File: src/rtl/serial_addsub_ctrl.sv
// serial_addsub_ctrl: bit-serial add/subtract sequencer.
// One 1-bit full-adder slice (two half adders plus OR) is reused across
// WIDTH cycles. Operands are captured on start, shifted LSB first through
// the slice, and the result is presented together with a one-cycle done.
// Optional feature macro: SERIAL_ADDSUB_OVF_EN adds the signed-overflow
// output ovf and its flop; when undefined neither exists.
module serial_addsub_ctrl #(
  parameter int WIDTH = 8
) (
  input  logic             clk,
  input  logic             rst,
  input  logic             start,
  input  logic             sub,
  input  logic [WIDTH-1:0] A,
  input  logic [WIDTH-1:0] B,
  output logic             ready,
  output logic             busy,
  output logic             done,
  output logic [WIDTH-1:0] Y,
  output logic             carry
`ifdef SERIAL_ADDSUB_OVF_EN
  ,
  output logic             ovf
`endif
);

  localparam int CW = (WIDTH > 1) ? $clog2(WIDTH) : 1;

  typedef enum logic [1:0] {
    IDLE = 2'd0,
    RUN  = 2'd1,
    DONE = 2'd2
  } state_t;

  // Half adder: returns {carry, sum}.
  function automatic logic [1:0] half_add(input logic x, input logic y);
    half_add = {x & y, x ^ y};
  endfunction

  state_t           r_state;
  state_t           w_state_next;
  logic [WIDTH-1:0] r_a_sr;
  logic [WIDTH-1:0] r_b_sr;
  logic [WIDTH-1:0] r_res_sr;
  logic             r_cy;
  logic [CW-1:0]    r_cnt;
  logic [WIDTH-1:0] r_y;
  logic             r_carry;
`ifdef SERIAL_ADDSUB_OVF_EN
  logic             r_ovf;
`endif

  logic [1:0]       w_ha1;
  logic [1:0]       w_ha2;
  logic             w_sum;
  logic             w_cy_next;
  logic [WIDTH-1:0] w_res_next;
  logic             w_accept;
  logic             w_last;

  // Full-adder slice on the current LSBs and the running carry.
  always_comb begin
    w_ha1      = half_add(r_a_sr[0], r_b_sr[0]);
    w_ha2      = half_add(w_ha1[0], r_cy);
    w_sum      = w_ha2[0];
    w_cy_next  = w_ha1[1] | w_ha2[1];
    w_res_next = {w_sum, r_res_sr[WIDTH-1:1]};
    w_accept   = (r_state == IDLE) && start;
    w_last     = (r_state == RUN) && (r_cnt == CW'(WIDTH - 1));
  end

  // FSM state register.
  always_ff @(posedge clk) begin
    if (rst) begin
      r_state <= IDLE;
    end else begin
      r_state <= w_state_next;
    end
  end

  // FSM next-state: IDLE -> RUN on start, RUN -> DONE on last bit, DONE -> IDLE.
  always_comb begin
    w_state_next = r_state;
    case (r_state)
      IDLE: begin
        if (start) begin
          w_state_next = RUN;
        end else begin
          w_state_next = IDLE;
        end
      end
      RUN: begin
        if (w_last) begin
          w_state_next = DONE;
        end else begin
          w_state_next = RUN;
        end
      end
      DONE:    w_state_next = IDLE;
      default: w_state_next = IDLE;
    endcase
  end

  // Operand capture, serial shift/accumulate and result latching.
  always_ff @(posedge clk) begin
    if (rst) begin
      r_a_sr   <= {WIDTH{1'b0}};
      r_b_sr   <= {WIDTH{1'b0}};
      r_res_sr <= {WIDTH{1'b0}};
      r_cy     <= 1'b0;
      r_cnt    <= {CW{1'b0}};
      r_y      <= {WIDTH{1'b0}};
      r_carry  <= 1'b0;
`ifdef SERIAL_ADDSUB_OVF_EN
      r_ovf    <= 1'b0;
`endif
    end else if (w_accept) begin
      // Subtraction is A + ~B + 1: invert B and seed the carry with 1.
      r_a_sr <= A;
      r_b_sr <= sub ? ~B : B;
      r_cy   <= sub;
      r_cnt  <= {CW{1'b0}};
    end else if (r_state == RUN) begin
      r_a_sr   <= r_a_sr >> 1;
      r_b_sr   <= r_b_sr >> 1;
      r_cy     <= w_cy_next;
      r_res_sr <= w_res_next;
      r_cnt    <= r_cnt + CW'(1);
      if (w_last) begin
        r_y     <= w_res_next;
        r_carry <= w_cy_next;
`ifdef SERIAL_ADDSUB_OVF_EN
        // Carry into the MSB differs from carry out of it on signed overflow.
        r_ovf   <= r_cy ^ w_cy_next;
`endif
      end
    end
  end

  assign ready = (r_state == IDLE);
  assign busy  = (r_state == RUN);
  assign done  = (r_state == DONE);
  assign Y     = r_y;
  assign carry = r_carry;
`ifdef SERIAL_ADDSUB_OVF_EN
  assign ovf   = r_ovf;
`endif

endmodule

File: config.mk
export PLATFORM = sky130hd
export DESIGN_NAME = serial_addsub_ctrl
export DESIGN_NICKNAME = d
export VERILOG_FILES = /design/src/rtl/serial_addsub_ctrl.sv
export SDC_FILE = /design/constraint.sdc
export NUM_CORES = 1
export LEC_CHECK = 0
export BUFFER_PORTS_ARGS = -buffer_cell sky130_fd_sc_hd__buf_2
export CORE_ASPECT_RATIO = 1.2
export CORE_MARGIN = 3
export CORE_UTILIZATION = 48
export DETAILED_ROUTE_END_ITERATION = 16
export GPL_ROUTABILITY_DRIVEN = 1
export GPL_TIMING_DRIVEN = 0
export PLACE_DENSITY = 0.75
export SLEW_MARGIN = 20
export SYNTH_ARGS = -nofsm -noshare
export SYNTH_HDL_FRONTEND = slang
export SYNTH_SLANG_ARGS = --single-unit
File: constraint.sdc
create_clock -name clk -period 1.6 [get_ports clk]
set_clock_uncertainty 0.1 [all_clocks]
set_input_delay 0.08 -clock clk [delete_from_list [all_inputs] [get_ports clk]]
set_output_delay 0.08 -clock clk [all_outputs]
set_load 0.03 [all_outputs]
==> key figures, run 1 <==
Setup path
  • Minimum setup slack among reg-to-reg paths: 120 ps
  • Cells on worst reg2reg path: 5
  • Type of element capturing the critical path: output pin
  • Crit path arrival time: 1330 ps
  • Nature of the critical path startpoint: register
  • CP Data Required Time: 1420 ps
  • Worst reg2reg endpoint: r_b_sr[0]$_SDFFE_PP0P_
  • Timing startpoint of the critical path: r_state[1]$_SDFF_PP0_
  • CP max FO: 10
  • Startpoint of the worst register-to-register path: r_state[1]$_SDFF_PP0_
  • Kind of critical path: reg2out
  • Last element of the critical path: busy

Drt
  • Post-detailed-route wirelength per cell: 12.2 um
  • Post-detailed-route via-to-cell ratio: 5.22
  • Final routed wirelength across all metal layers: 3350 um
  • Starting DRC count in detailed routing: 38
  • Routed length on met3: 214 um
  • Routed via count: 1429
  • Post-Route M1 WL: 1450 um
  • ANT nets after route: 0
  • Iteration count of the initial detailed-routing pass: 4
  • Detail Route met2 WL: 1650 um
  • Top Metal Used: met4
  • Remaining design rule violation count: 0

Timing
  • Timing-limited maximum frequency: 664 MHz
  • Max transition margin: 0.682
  • Setup repair after global routing missed its margin: false
  • Number of hold violations in the final report: 0
  • Shortest clock period the worst path allows after layout: 1510 ps
  • Transition time at the pin with the least slew margin: 477 ps
  • Worst Setup Slack, final: 93.4 ps
  • Share of the clock period used by the worst path: 0.942
  • Final setup violation count: 0
  • Final count of pins violating max slew: 0
  • Hold slack final: 14.3 ps

Clock network
  • Clock sinks: 38
  • Number of buffers created by CTS: 5
  • Max Root-Sink Buffers: 2
  • Clock-pin transition on the worst setup and hold timing paths: 110 ps
  • Root buffer cell: sky130_fd_sc_hd__clkbuf_4
  • Level count of the clock H-tree: 2
  • Clock tree from TritonCTS: yes
  • Worst-Skew Late Latency: 340 ps

Layout
  • Syn-to-layout area delta: 28.1%
  • Leading cell type in the layout, fill and taps excluded: sky130_fd_sc_hd__dfxtp_1
  • Final cell count without fillers: 274
  • Area of all placed cells without fillers: 0.00207 sq mm
  • Commonest non-fill, non-tap cells in the layout: 36 x sky130_fd_sc_hd__dfxtp_1, 32 x sky130_fd_sc_hd__buf_2, 30 x sky130_fd_sc_hd__nand2_1, 24 x sky130_fd_sc_hd__a21oi_1, 21 x sky130_fd_sc_hd__nor2_1
  • Diodes inserted: 0
  • Net count, final: 260
  • Proportion of layout cells with a drive suffix above 1: 0.256
  • Utilization of the core after routing: 0.658

Floorplanning
  • Ports placed on the boundary: 32
  • Placeable core area: 0.00314 sq mm
  • Site row count: 22
  • Effective utilization at floorplan: 0.514
  • Die width: 58.9 um
  • Die area: 0.00409 sq mm
  • Vertical die dimension: 69.5 um

Global routing
  • Via count of the first global-routing pass: 1335
  • Global-route wire length before repair: 5820 um
  • Maximum number of pins on one net before global-route repair: 13
  • Overall global routing resource usage: 0.178
  • Number of antenna violations at the first check in global routing: 0
  • Total congestion overflow after global routing: 0

Synthesis
  • Netlist Area Pre-Place: 0.00161 sq mm
  • Yosys Warn Count: 0
  • Yosys cell types: 26
  • Post-Syn Nets: 208
  • Gate Count Post-Synth: 185
  • Post-synthesis area per instance: 8.72 sq um
  • Flip-flop and latch count after synthesis: 38
  • Share of synthesized area occupied by flip-flops and latches: 0.472

Hold path
  • Hold Crit Class: in2reg

Placed design
  • DP Worst Slack: -176 ps
  • Placed instance area: 0.00180 sq mm
  • Number of buffer cells added on primary ports: 29
  • Half-perimeter wire length after placement: 2280 um
  • Routability Congestion: 0.778
  • Placed cells: 250

Power and ir drop
  • Power Dens Cells: 883 mW/mm^2
  • Worst-case vdd ir drop: 0.722 mV
  • Leakage dissipation: 0.836 nW

Flow run
  • Max-cap viol count: 0

Run status
  • Run status: finished clean
[worst min-delay path by stage]
| stage | startpoint | end | slack, ps | cells past startpoint |
|---|---|---|---|---|
| after floorplan | A[7] | r_a_sr[7]$_SDFFE_PP0P_ | 120 | 2 |
| after global placement | A[7] | r_a_sr[7]$_SDFFE_PP0P_ | 230 | 3 |
| after detailed placement | A[7] | r_a_sr[7]$_SDFFE_PP0P_ | 230 | 3 |
| after CTS | B[0] | r_b_sr[0]$_SDFFE_PP0P_ | 4 | 4 |
| after global routing | B[6] | r_b_sr[6]$_SDFFE_PP0P_ | 40 | 4 |
| final | B[6] | r_b_sr[6]$_SDFFE_PP0P_ | 10 | 4 |
[flip-flops by register name, indices dropped and copies added, names as in the netlist]
| register | flops |
|---|---|
| r_a_sr | 8 |
| r_state | 2 |
| Y | 8 |
| r_cnt | 3 |
| carry | 1 |
| r_b_sr | 8 |
| r_res_sr | 7 |
| r_cy | 1 |
[Yosys cell counts]
| library cell | instances | area, sq um |
|---|---|---|
| sky130_fd_sc_hd__a21oi_1 | 24 | 120 |
| sky130_fd_sc_hd__nand2_1 | 30 | 113 |
| sky130_fd_sc_hd__nand3_1 | 9 | 45.0 |
| sky130_fd_sc_hd__a311oi_1 | 1 | 8.76 |
| sky130_fd_sc_hd__ha_1 | 2 | 25.0 |
| sky130_fd_sc_hd__a211oi_1 | 4 | 30.0 |
| sky130_fd_sc_hd__or3b_2 | 4 | 35.0 |
| sky130_fd_sc_hd__clkinv_1 | 1 | 3.75 |
| sky130_fd_sc_hd__buf_6 | 2 | 22.5 |
| sky130_fd_sc_hd__xor2_1 | 1 | 8.76 |
| sky130_fd_sc_hd__xnor2_1 | 8 | 70.1 |
| sky130_fd_sc_hd__fa_1 | 1 | 20.0 |
| sky130_fd_sc_hd__nand3b_1 | 1 | 7.51 |
| sky130_fd_sc_hd__nor2_1 | 21 | 78.8 |
| sky130_fd_sc_hd__nor2b_1 | 1 | 6.26 |
| sky130_fd_sc_hd__buf_2 | 6 | 30.0 |
| sky130_fd_sc_hd__nor3b_2 | 1 | 12.5 |
| sky130_fd_sc_hd__clkbuf_1 | 6 | 22.5 |
| sky130_fd_sc_hd__mux2i_1 | 3 | 30.0 |
| sky130_fd_sc_hd__nor3_1 | 6 | 30.0 |
| sky130_fd_sc_hd__o21a_1 | 1 | 7.51 |
| sky130_fd_sc_hd__or4b_4 | 1 | 13.8 |
| sky130_fd_sc_hd__nand2b_1 | 5 | 31.3 |
| sky130_fd_sc_hd__a221o_1 | 7 | 70.1 |
| sky130_fd_sc_hd__o21ba_2 | 1 | 10.0 |
| sky130_fd_sc_hd__dfxtp_1 | 38 | 761 |
[where the power goes]
| part | internal, mW | switching, mW | leakage, nW |
|---|---|---|---|
| Combinational | 0.140 | 0.140 | 0.491 |
| Clock | 0.211 | 0.313 | 0.0343 |
| Sequential | 0.991 | 0.0278 | 0.311 |
| Total | 1.34 | 0.481 | 0.836 |
[stage by stage]
stage	TNS [ps]	power [mW]
after floorplan	0	1.21
after global routing	0	1.92
final	0	1.82
after detailed placement	-883	1.28
after global placement	-868	1.27
after CTS	0	1.83
[critical path: stages (launching register included)]
cell and delay, ps:
sky130_fd_sc_hd__dfxtp_2 340, sky130_fd_sc_hd__nand2b_1 130, sky130_fd_sc_hd__buf_4 160, sky130_fd_sc_hd__clkinv_4 80, sky130_fd_sc_hd__buf_6 140, sky130_fd_sc_hd__buf_6 140
[routing by layer]
metal	track usage	up-vias
li1	-	736
met2	0.296	43
met4	0.0453	0
met3	0.0577	4
met1	0.217	646
met5	0	-
[final cells by class]
cell class                      count  area, sq um
Buffer                             13         81.3
Clock buffer                        6         51.3
Clock inverter                      2         12.5
Tap cell                           36         45.0
Timing Repair Buffer               46          312
Multi-Input combinational cell    132          792
Inverter                            1         8.76
Sequential cell                    38          763
Fill cell                         292         1070
[cells by family (layout without fill, tap and decap cells)]
logic type,after synthesis,count (layout),synth area share
adder cells (fa/ha/maj),3,3,0.0279
multiplexers,3,3,0.0186
AO/OA/AOI/OAI,38,38,0.153
flip-flops,38,38,0.472
AND/OR/NAND/NOR,79,79,0.231
XOR/XNOR,9,9,0.0489
buffers and inverters,15,68,0.0489
[what timing repair did]
item | CTS | global route
hold buffers | 13 | 0
hold endpoints to repair | 12 | 0
pin swaps | 1 | 1
gates resized for setup | 7 | 7
buffers inserted | 2 | 2
setup endpoints to repair | 14 | 12
Note: power is estimated with default switching activity, not from simulation.
==> run 2: changes to the inputs <==
CORE_MARGIN = default   (was 3)
==> run 2 against run 1 <==
Fmax down 0.97%. Worst hold slack better by 7.0 ps. Sequential power about the same. Clock-buffer cell count down 1. Via count shrank 1.7%. Worst setup slack lost 15 ps. Routed wire length is 4.0% lower. Design area down 2.7%. Sequential share of layout area up 0.91 points. Cell count decreased by 1.8%. Global-route usage grew 3.8 points. Critical endpoint is now r_b_sr[0]$_SDFFE_PP0P_. Highest routed layer unchanged.
==> key figures, run 2 (synthesis gave the netlist of run 1 again) <==
Clock network
  • Max Root-Sink Buffers: 2 (unchanged)
  • Level count of the clock H-tree: 2 (unchanged)
  • Worst-Skew Late Latency: 330 ps (was 340 ps)
  • Clock sinks: 38 (unchanged)
  • Number of buffers created by CTS: 5 (unchanged)
  • Root buffer cell: sky130_fd_sc_hd__clkbuf_4 (unchanged)
  • Clock tree from TritonCTS: yes (unchanged)
  • Clock-pin transition on the worst setup and hold timing paths: 100 ps (was 110 ps)

Flow run
  • Max-cap viol count: 0 (unchanged)

Hold path
  • Hold Path End: r_b_sr[6]$_SDFFE_PP0P_ (unchanged)
  • Hold Crit Class: in2reg (unchanged)
  • Min-Delay Startpoint: B[6] (unchanged)
  • Number of cells traversed by the worst hold path: 4 (unchanged)

Placed design
  • Placed instance area: 0.00180 sq mm (unchanged)
  • Routability Congestion: 0.803 (was 0.778)
  • Number of buffer cells added on primary ports: 29 (unchanged)
  • Half-perimeter wire length after placement: 2180 um (was 2280 um)
  • DP Worst Slack: -141 ps (was -176 ps)

Floorplanning
  • Die area: 0.00360 sq mm (was 0.00409 sq mm)
  • Placeable core area: 0.00314 sq mm (unchanged)
  • Die width: 54.9 um (was 58.9 um)
  • Site row count: 22 (unchanged)
  • Vertical die dimension: 65.5 um (was 69.5 um)
  • Effective utilization at floorplan: 0.514 (unchanged)
  • Ports placed on the boundary: 32 (unchanged)

Setup path
  • Startpoint of the worst register-to-register path: r_state[1]$_SDFF_PP0_ (unchanged)
  • CP max FO: 10 (unchanged)
  • Cells on worst reg2reg path: 5 (unchanged)
  • Gate family responsible for the most delay along the worst path: simple AND/OR/NAND/NOR gates (was buffers and inverters)
  • Cell seen most often among critical-path stages: sky130_fd_sc_hd__buf_6 (unchanged)
  • Critical Path Max Stage Delay: 510 ps (was 340 ps)
  • CP max-delay cell: sky130_fd_sc_hd__or4b_4 (was sky130_fd_sc_hd__dfxtp_2)
  • Kind of critical path: reg2reg (was reg2out)
  • Crit path arrival time: 1710 ps (was 1330 ps)
  • List of cells traversed by the critical path: buf_6, or4b_4, buf_6, nor2_1, a221o_1 (was nand2b_1, buf_4, clkinv_4, buf_6, buf_6)
  • Nature of the critical path startpoint: register (unchanged)
  • Worst reg2reg endpoint: r_b_sr[0]$_SDFFE_PP0P_ (unchanged)
  • Depth of the critical timing path with buffers and inverters included: 5 (unchanged)
  • Type of element capturing the critical path: register (was output pin)
  • CP Data Required Time: 1790 ps (was 1420 ps)
  • Critical path buffer and inverter count: 2 (was 4)
  • Minimum setup slack among reg-to-reg paths: 80 ps (was 120 ps)

Timing
  • Number of hold violations in the final report: 0 (unchanged)
  • Total negative setup slack: 0 ps (unchanged)
  • Final count of pins violating max slew: 0 (unchanged)
  • Worst Setup Slack, final: 78.7 ps (was 93.4 ps)
  • Max transition margin: 0.681 (was 0.682)
  • Final setup violation count: 0 (unchanged)
  • Share of the clock period used by the worst path: 0.951 (was 0.942)
  • Transition time at the pin with the least slew margin: 478 ps (was 477 ps)
  • Timing-limited maximum frequency: 657 MHz (was 664 MHz)
  • Setup repair after global routing missed its margin: false (unchanged)
  • Shortest clock period the worst path allows after layout: 1520 ps (was 1510 ps)

Layout
  • Diodes inserted: 0 (unchanged)
  • Area of all placed cells without fillers: 0.00201 sq mm (was 0.00207 sq mm)
  • Utilization of the core after routing: 0.640 (was 0.658)
  • Net count, final: 256 (was 260)
  • Syn-to-layout area delta: 24.6% (was 28.1%)
  • Commonest non-fill, non-tap cells in the layout: 38 x sky130_fd_sc_hd__dfxtp_1, 32 x sky130_fd_sc_hd__buf_2, 30 x sky130_fd_sc_hd__nand2_1, 24 x sky130_fd_sc_hd__a21oi_1, 21 x sky130_fd_sc_hd__nor2_1 (was 36 x sky130_fd_sc_hd__dfxtp_1, 32 x sky130_fd_sc_hd__buf_2, 30 x sky130_fd_sc_hd__nand2_1, 24 x sky130_fd_sc_hd__a21oi_1, 21 x sky130_fd_sc_hd__nor2_1)
  • Area of the multi-input gates: 792 sq um (unchanged)
  • Sequential cell area: 761 sq um (was 763 sq um)
  • Proportion of layout cells with a drive suffix above 1: 0.232 (was 0.256)
  • Leading cell type in the layout, fill and taps excluded: sky130_fd_sc_hd__dfxtp_1 (unchanged)
  • Number of fillers in the final layout: 312 (was 292)

Drt
  • ANT nets after route: 0 (unchanged)
  • Starting DRC count in detailed routing: 41 (was 38)
  • Iteration count of the initial detailed-routing pass: 4 (unchanged)
  • Post-detailed-route via-to-cell ratio: 5.22 (about the same)
  • Final routed wirelength across all metal layers: 3210 um (was 3350 um)
  • Routed via count: 1404 (was 1429)
  • Post-detailed-route wirelength per cell: 11.9 um (was 12.2 um)
  • Remaining design rule violation count: 0 (unchanged)

Global routing
  • Global-route wire length before repair: 5580 um (was 5820 um)
  • Total congestion overflow after global routing: 0 (unchanged)
  • Via count of the first global-routing pass: 1312 (was 1335)
  • Overall global routing resource usage: 0.217 (was 0.178)
  • Maximum number of pins on one net before global-route repair: 16 (was 13)
  • Number of antenna violations at the first check in global routing: 0 (unchanged)

Power and ir drop
  • Power Total: 1.74 mW (was 1.82 mW)
  • Leakage dissipation: 0.811 nW (was 0.836 nW)
  • Worst-case vdd ir drop: 0.804 mV (was 0.722 mV)
  • Power Dens Cells: 867 mW/mm^2 (was 883 mW/mm^2)

Run status
  • Run status: finished clean (unchanged)
## run 2: changes by cell type in the layout (fill, tap and decap cells not counted)
cell / previous run / this run
sky130_fd_sc_hd__clkinvlp_4: 1 / 0
sky130_fd_sc_hd__dfxtp_1: 36 / 38
sky130_fd_sc_hd__clkinv_2: 1 / 2
sky130_fd_sc_hd__clkbuf_8: 1 / 0
sky130_fd_sc_hd__dfxtp_2: 2 / 0
sky130_fd_sc_hd__buf_4: 5 / 3
sky130_fd_sc_hd__buf_6: 4 / 2
## run 2: area by class of cell
cell class,instances,share of cell area
clock buffers,5,0.0187
plain buffers,12,0.0349
repair buffers,43,0.142
clock inverters,2,0.00498
multi-input cells,132,0.394
well taps,36,0.0224
flip-flops and latches,38,0.379
inverters,1,0.00436
## run 2: timing repair
action,in CTS,in global routing
endpoints found under the hold margin,12,0
hold buffers,13,0
gates resized for setup,5,4
pin swaps,1,1
buffers inserted,1,0
endpoints found under the setup margin,10,8
## run 2: how the worst max path moves through the flow
stage / end / from / slack [ps]
floorplan: carry$_SDFFE_PP0P_ / r_cnt[0]$_SDFFE_PP0P_ / 50
global placement: carry$_SDFFE_PP0P_ / r_cnt[0]$_SDFFE_PP0P_ / -160
detailed placement: carry$_SDFFE_PP0P_ / r_cnt[0]$_SDFFE_PP0P_ / -140
CTS: r_a_sr[1]$_SDFFE_PP0P_ / r_state[0]$_SDFF_PP0_ / 20
global route: r_a_sr[2]$_SDFFE_PP0P_ / r_state[0]$_SDFF_PP0_ / 2
finish: r_b_sr[0]$_SDFFE_PP0P_ / r_state[1]$_SDFF_PP0_ / 80
## run 2: worst register-to-register path, stage by stage (launching register included)
cell and delay (ps):
sky130_fd_sc_hd__dfxtp_1 340, sky130_fd_sc_hd__buf_6 140, sky130_fd_sc_hd__or4b_4 510, sky130_fd_sc_hd__buf_6 150, sky130_fd_sc_hd__nor2_1 120, sky130_fd_sc_hd__a221o_1 120
## run 2: stage by stage
stage / hold slack (ps) / instances
after global routing: 23.5 / 269
after detailed placement: 233 / 250
final: 21.3 / 269
after CTS: 5.53 / 269
after floorplan: 116 / 185
after global placement: 234 / 250
## run 2: per-layer routing
layer	up-vias	share of wire	GRT usage	wire (um)
met5	-	0	0	0
met4	0	0.018	0.0969	58
met3	6	0.040	0.0625	127
met2	31	0.48	0.343	1540
met1	641	0.46	0.263	1490
li1	726	-	-	-
## run 2: where the power goes
group | internal [mW] | switching [mW]
Clock | 0.158 | 0.299
Sequential | 0.990 | 0.0272
Combinational | 0.130 | 0.138
==> run 3: changes to the inputs <==
GPL_TIMING_DRIVEN = default   (was 0)
MAX_ROUTING_LAYER = met4   (was default)
TNS_END_PERCENT = 100   (was default)
==> run 3 against run 2 <==
Non-clock buffer count up 2. Cell count up 1.1%. Utilization up 1.3 points. Sequential cell count unchanged. Clock-buffer cell count up 2. Sequential share of layout area down 0.37 points. Sequential power about the same. Worst hold slack worse by 4.5 ps. Design area up 2.0%. Worst setup slack better by 11 ps. Critical endpoint is now busy. Critical path depth down 1.
==> key figures, run 3 (synthesis gave the netlist of run 1 again) <==
Run status
  • Run status: finished clean (unchanged)

Hold path
  • Number of cells traversed by the worst hold path: 4 (unchanged)
  • Min-Delay Startpoint: B[6] (unchanged)
  • Hold Crit Class: in2reg (unchanged)

Timing
  • Shortest clock period the worst path allows after layout: 1510 ps (was 1520 ps)
  • Hold slack final: 16.7 ps (was 21.3 ps)
  • Final setup violation count: 0 (unchanged)
  • Transition time at the pin with the least slew margin: 458 ps (was 478 ps)
  • Total negative setup slack: 0 ps (unchanged)
  • Share of the clock period used by the worst path: 0.944 (was 0.951)
  • Timing-limited maximum frequency: 662 MHz (was 657 MHz)
  • Max transition margin: 0.694 (was 0.681)
  • Setup repair after global routing missed its margin: false (unchanged)
  • Worst Setup Slack, final: 90.1 ps (was 78.7 ps)
  • Final count of pins violating max slew: 0 (unchanged)
  • Number of hold violations in the final report: 0 (unchanged)

Clock network
  • Root buffer cell: sky130_fd_sc_hd__clkbuf_4 (unchanged)
  • Clock tree from TritonCTS: yes (unchanged)
  • Number of buffers created by CTS: 5 (unchanged)
  • Worst-Skew Late Latency: 350 ps (was 330 ps)
  • Level count of the clock H-tree: 2 (unchanged)
  • Max Root-Sink Buffers: 2 (unchanged)
  • Clock-pin transition on the worst setup and hold timing paths: 100 ps (about the same)
  • Clock sinks: 38 (unchanged)

Setup path
  • CP max-delay cell: sky130_fd_sc_hd__dfxtp_4 (was sky130_fd_sc_hd__or4b_4)
  • CP max FO: 24 (was 10)
  • Nature of the critical path startpoint: register (unchanged)
  • Gate family responsible for the most delay along the worst path: flip-flops (was simple AND/OR/NAND/NOR gates)
  • Type of element capturing the critical path: output pin (was register)
  • Critical Path Max Stage Delay: 450 ps (was 510 ps)
  • Crit path arrival time: 1330 ps (was 1710 ps)
  • Cells on worst reg2reg path: 4 (was 5)
  • Critical path buffer and inverter count: 3 (was 2)
  • Timing startpoint of the critical path: r_state[0]$_SDFF_PP0_ (was r_state[1]$_SDFF_PP0_)
  • Startpoint of the worst register-to-register path: r_state[1]$_SDFF_PP0_ (unchanged)
  • CP Data Required Time: 1420 ps (was 1790 ps)
  • Kind of critical path: reg2out (was reg2reg)
  • Depth of the critical timing path with buffers and inverters included: 4 (was 5)
  • List of cells traversed by the critical path: nand2b_4, clkinv_1, buf_6, buf_4 (was buf_6, or4b_4, buf_6, nor2_1, a221o_1)

Global routing
  • Global-route wire length before repair: 5380 um (was 5580 um)
  • GR Layer Usage met3: 0.0787 (was 0.0625)
  • Maximum number of pins on one net before global-route repair: 28 (was 16)
  • Via count of the first global-routing pass: 1185 (was 1312)
  • Most congested layer reported by global routing: met2 (unchanged)
  • Met1 demand-to-capacity share in global routing: 0.270 (was 0.263)
  • Met2 track demand over resource in global routing: 0.315 (was 0.343)
  • Total congestion overflow after global routing: 0 (unchanged)
  • Overall global routing resource usage: 0.213 (was 0.217)
  • Number of antenna violations at the first check in global routing: 0 (unchanged)

Floorplanning
  • Vertical die dimension: 65.5 um (unchanged)
  • Site row count: 22 (unchanged)
  • Die width: 54.9 um (unchanged)
  • Placeable core area: 0.00314 sq mm (unchanged)
  • Die area: 0.00360 sq mm (unchanged)
  • Ports placed on the boundary: 32 (unchanged)
  • Effective utilization at floorplan: 0.514 (unchanged)

Power and ir drop
  • Power Total: 1.81 mW (was 1.74 mW)
  • Leakage dissipation: 0.842 nW (was 0.811 nW)
  • Power Dens Cells: 883 mW/mm^2 (was 867 mW/mm^2)
  • Worst-case vdd ir drop: 0.664 mV (was 0.804 mV)

Layout
  • Final cell count without fillers: 272 (was 269)
  • Leading cell type in the layout, fill and taps excluded: sky130_fd_sc_hd__dfxtp_1 (unchanged)
  • Area of all placed cells without fillers: 0.00205 sq mm (was 0.00201 sq mm)
  • Utilization of the core after routing: 0.653 (was 0.640)
  • Commonest non-fill, non-tap cells in the layout: 36 x sky130_fd_sc_hd__dfxtp_1, 30 x sky130_fd_sc_hd__nand2_1, 30 x sky130_fd_sc_hd__buf_2, 24 x sky130_fd_sc_hd__a21oi_1, 21 x sky130_fd_sc_hd__nor2_1 (was 38 x sky130_fd_sc_hd__dfxtp_1, 32 x sky130_fd_sc_hd__buf_2, 30 x sky130_fd_sc_hd__nand2_1, 24 x sky130_fd_sc_hd__a21oi_1, 21 x sky130_fd_sc_hd__nor2_1)
  • Proportion of layout cells with a drive suffix above 1: 0.254 (was 0.232)
  • Syn-to-layout area delta: 27.1% (was 24.6%)
  • Diodes inserted: 0 (unchanged)
  • Net count, final: 258 (was 256)

Placed design
  • Routability Congestion: 0.769 (was 0.803)
  • Placed cells: 249 (was 250)
  • Number of buffer cells added on primary ports: 31 (was 29)
  • Placed instance area: 0.00182 sq mm (was 0.00180 sq mm)
  • Half-perimeter wire length after placement: 2180 um (about the same)
  • DP Worst Slack: 7.27 ps (was -141 ps)

Drt
  • ANT nets after route: 0 (unchanged)
  • Final routed wirelength across all metal layers: 3240 um (was 3210 um)
  • Post-detailed-route via-to-cell ratio: 5.14 (was 5.22)
  • Remaining design rule violation count: 0 (unchanged)
  • Routed via count: 1398 (was 1404)
  • Iteration count of the initial detailed-routing pass: 4 (unchanged)
  • Post-detailed-route wirelength per cell: 11.9 um (about the same)
  • Starting DRC count in detailed routing: 37 (was 41)

Flow run
  • Max-cap viol count: 0 (unchanged)
[run 3: worst register-to-register path, delay by kind of cell, from the launching register on]
kind,cells,cell delay [ps]
compound gates,2,620
flops,1,370
buf+inv,1,150
simple gates,1,110
[run 3: layer usage]
layer	routed length, um	part of all wire
met1	1510	0.47
met2	1550	0.48
met3	126	0.039
met4	45	0.014
met5	0	0
[run 3: cell type report]
cell class | count | area (sq um)
fill | 277 | 1090
tap | 36 | 45.0
multi-input combinational | 132 | 781
inverter | 1 | 3.75
clock buffer | 7 | 55.1
timing repair buffer | 57 | 392
clock inverter | 1 | 5.00
sequential | 38 | 768
[run 3: timing repair]
item	4_1_cts	5_1_grt
endpoints found under the hold margin	15	0
hold buffers	14	0
setup endpoints to repair	3	1
buffers inserted	0	1
resized for setup	6	1
[run 3: power by group]
part           internal [mW]  switching [mW]  total [mW]
clock                  0.213           0.303       0.516
sequential             0.989          0.0340        1.02
combinational          0.139           0.133       0.271
[run 3: path summary, 6_finish.rpt]
kind / slack, ps / end
worst max-delay path: 90 / busy
worst min-delay path: 20 / r_b_sr[6]$_SDFFE_PP0P_
worst max register to register: 150 / r_b_sr[6]$_SDFFE_PP0P_
worst min register to register: 350 / Y[3]$_SDFFE_PP0P_
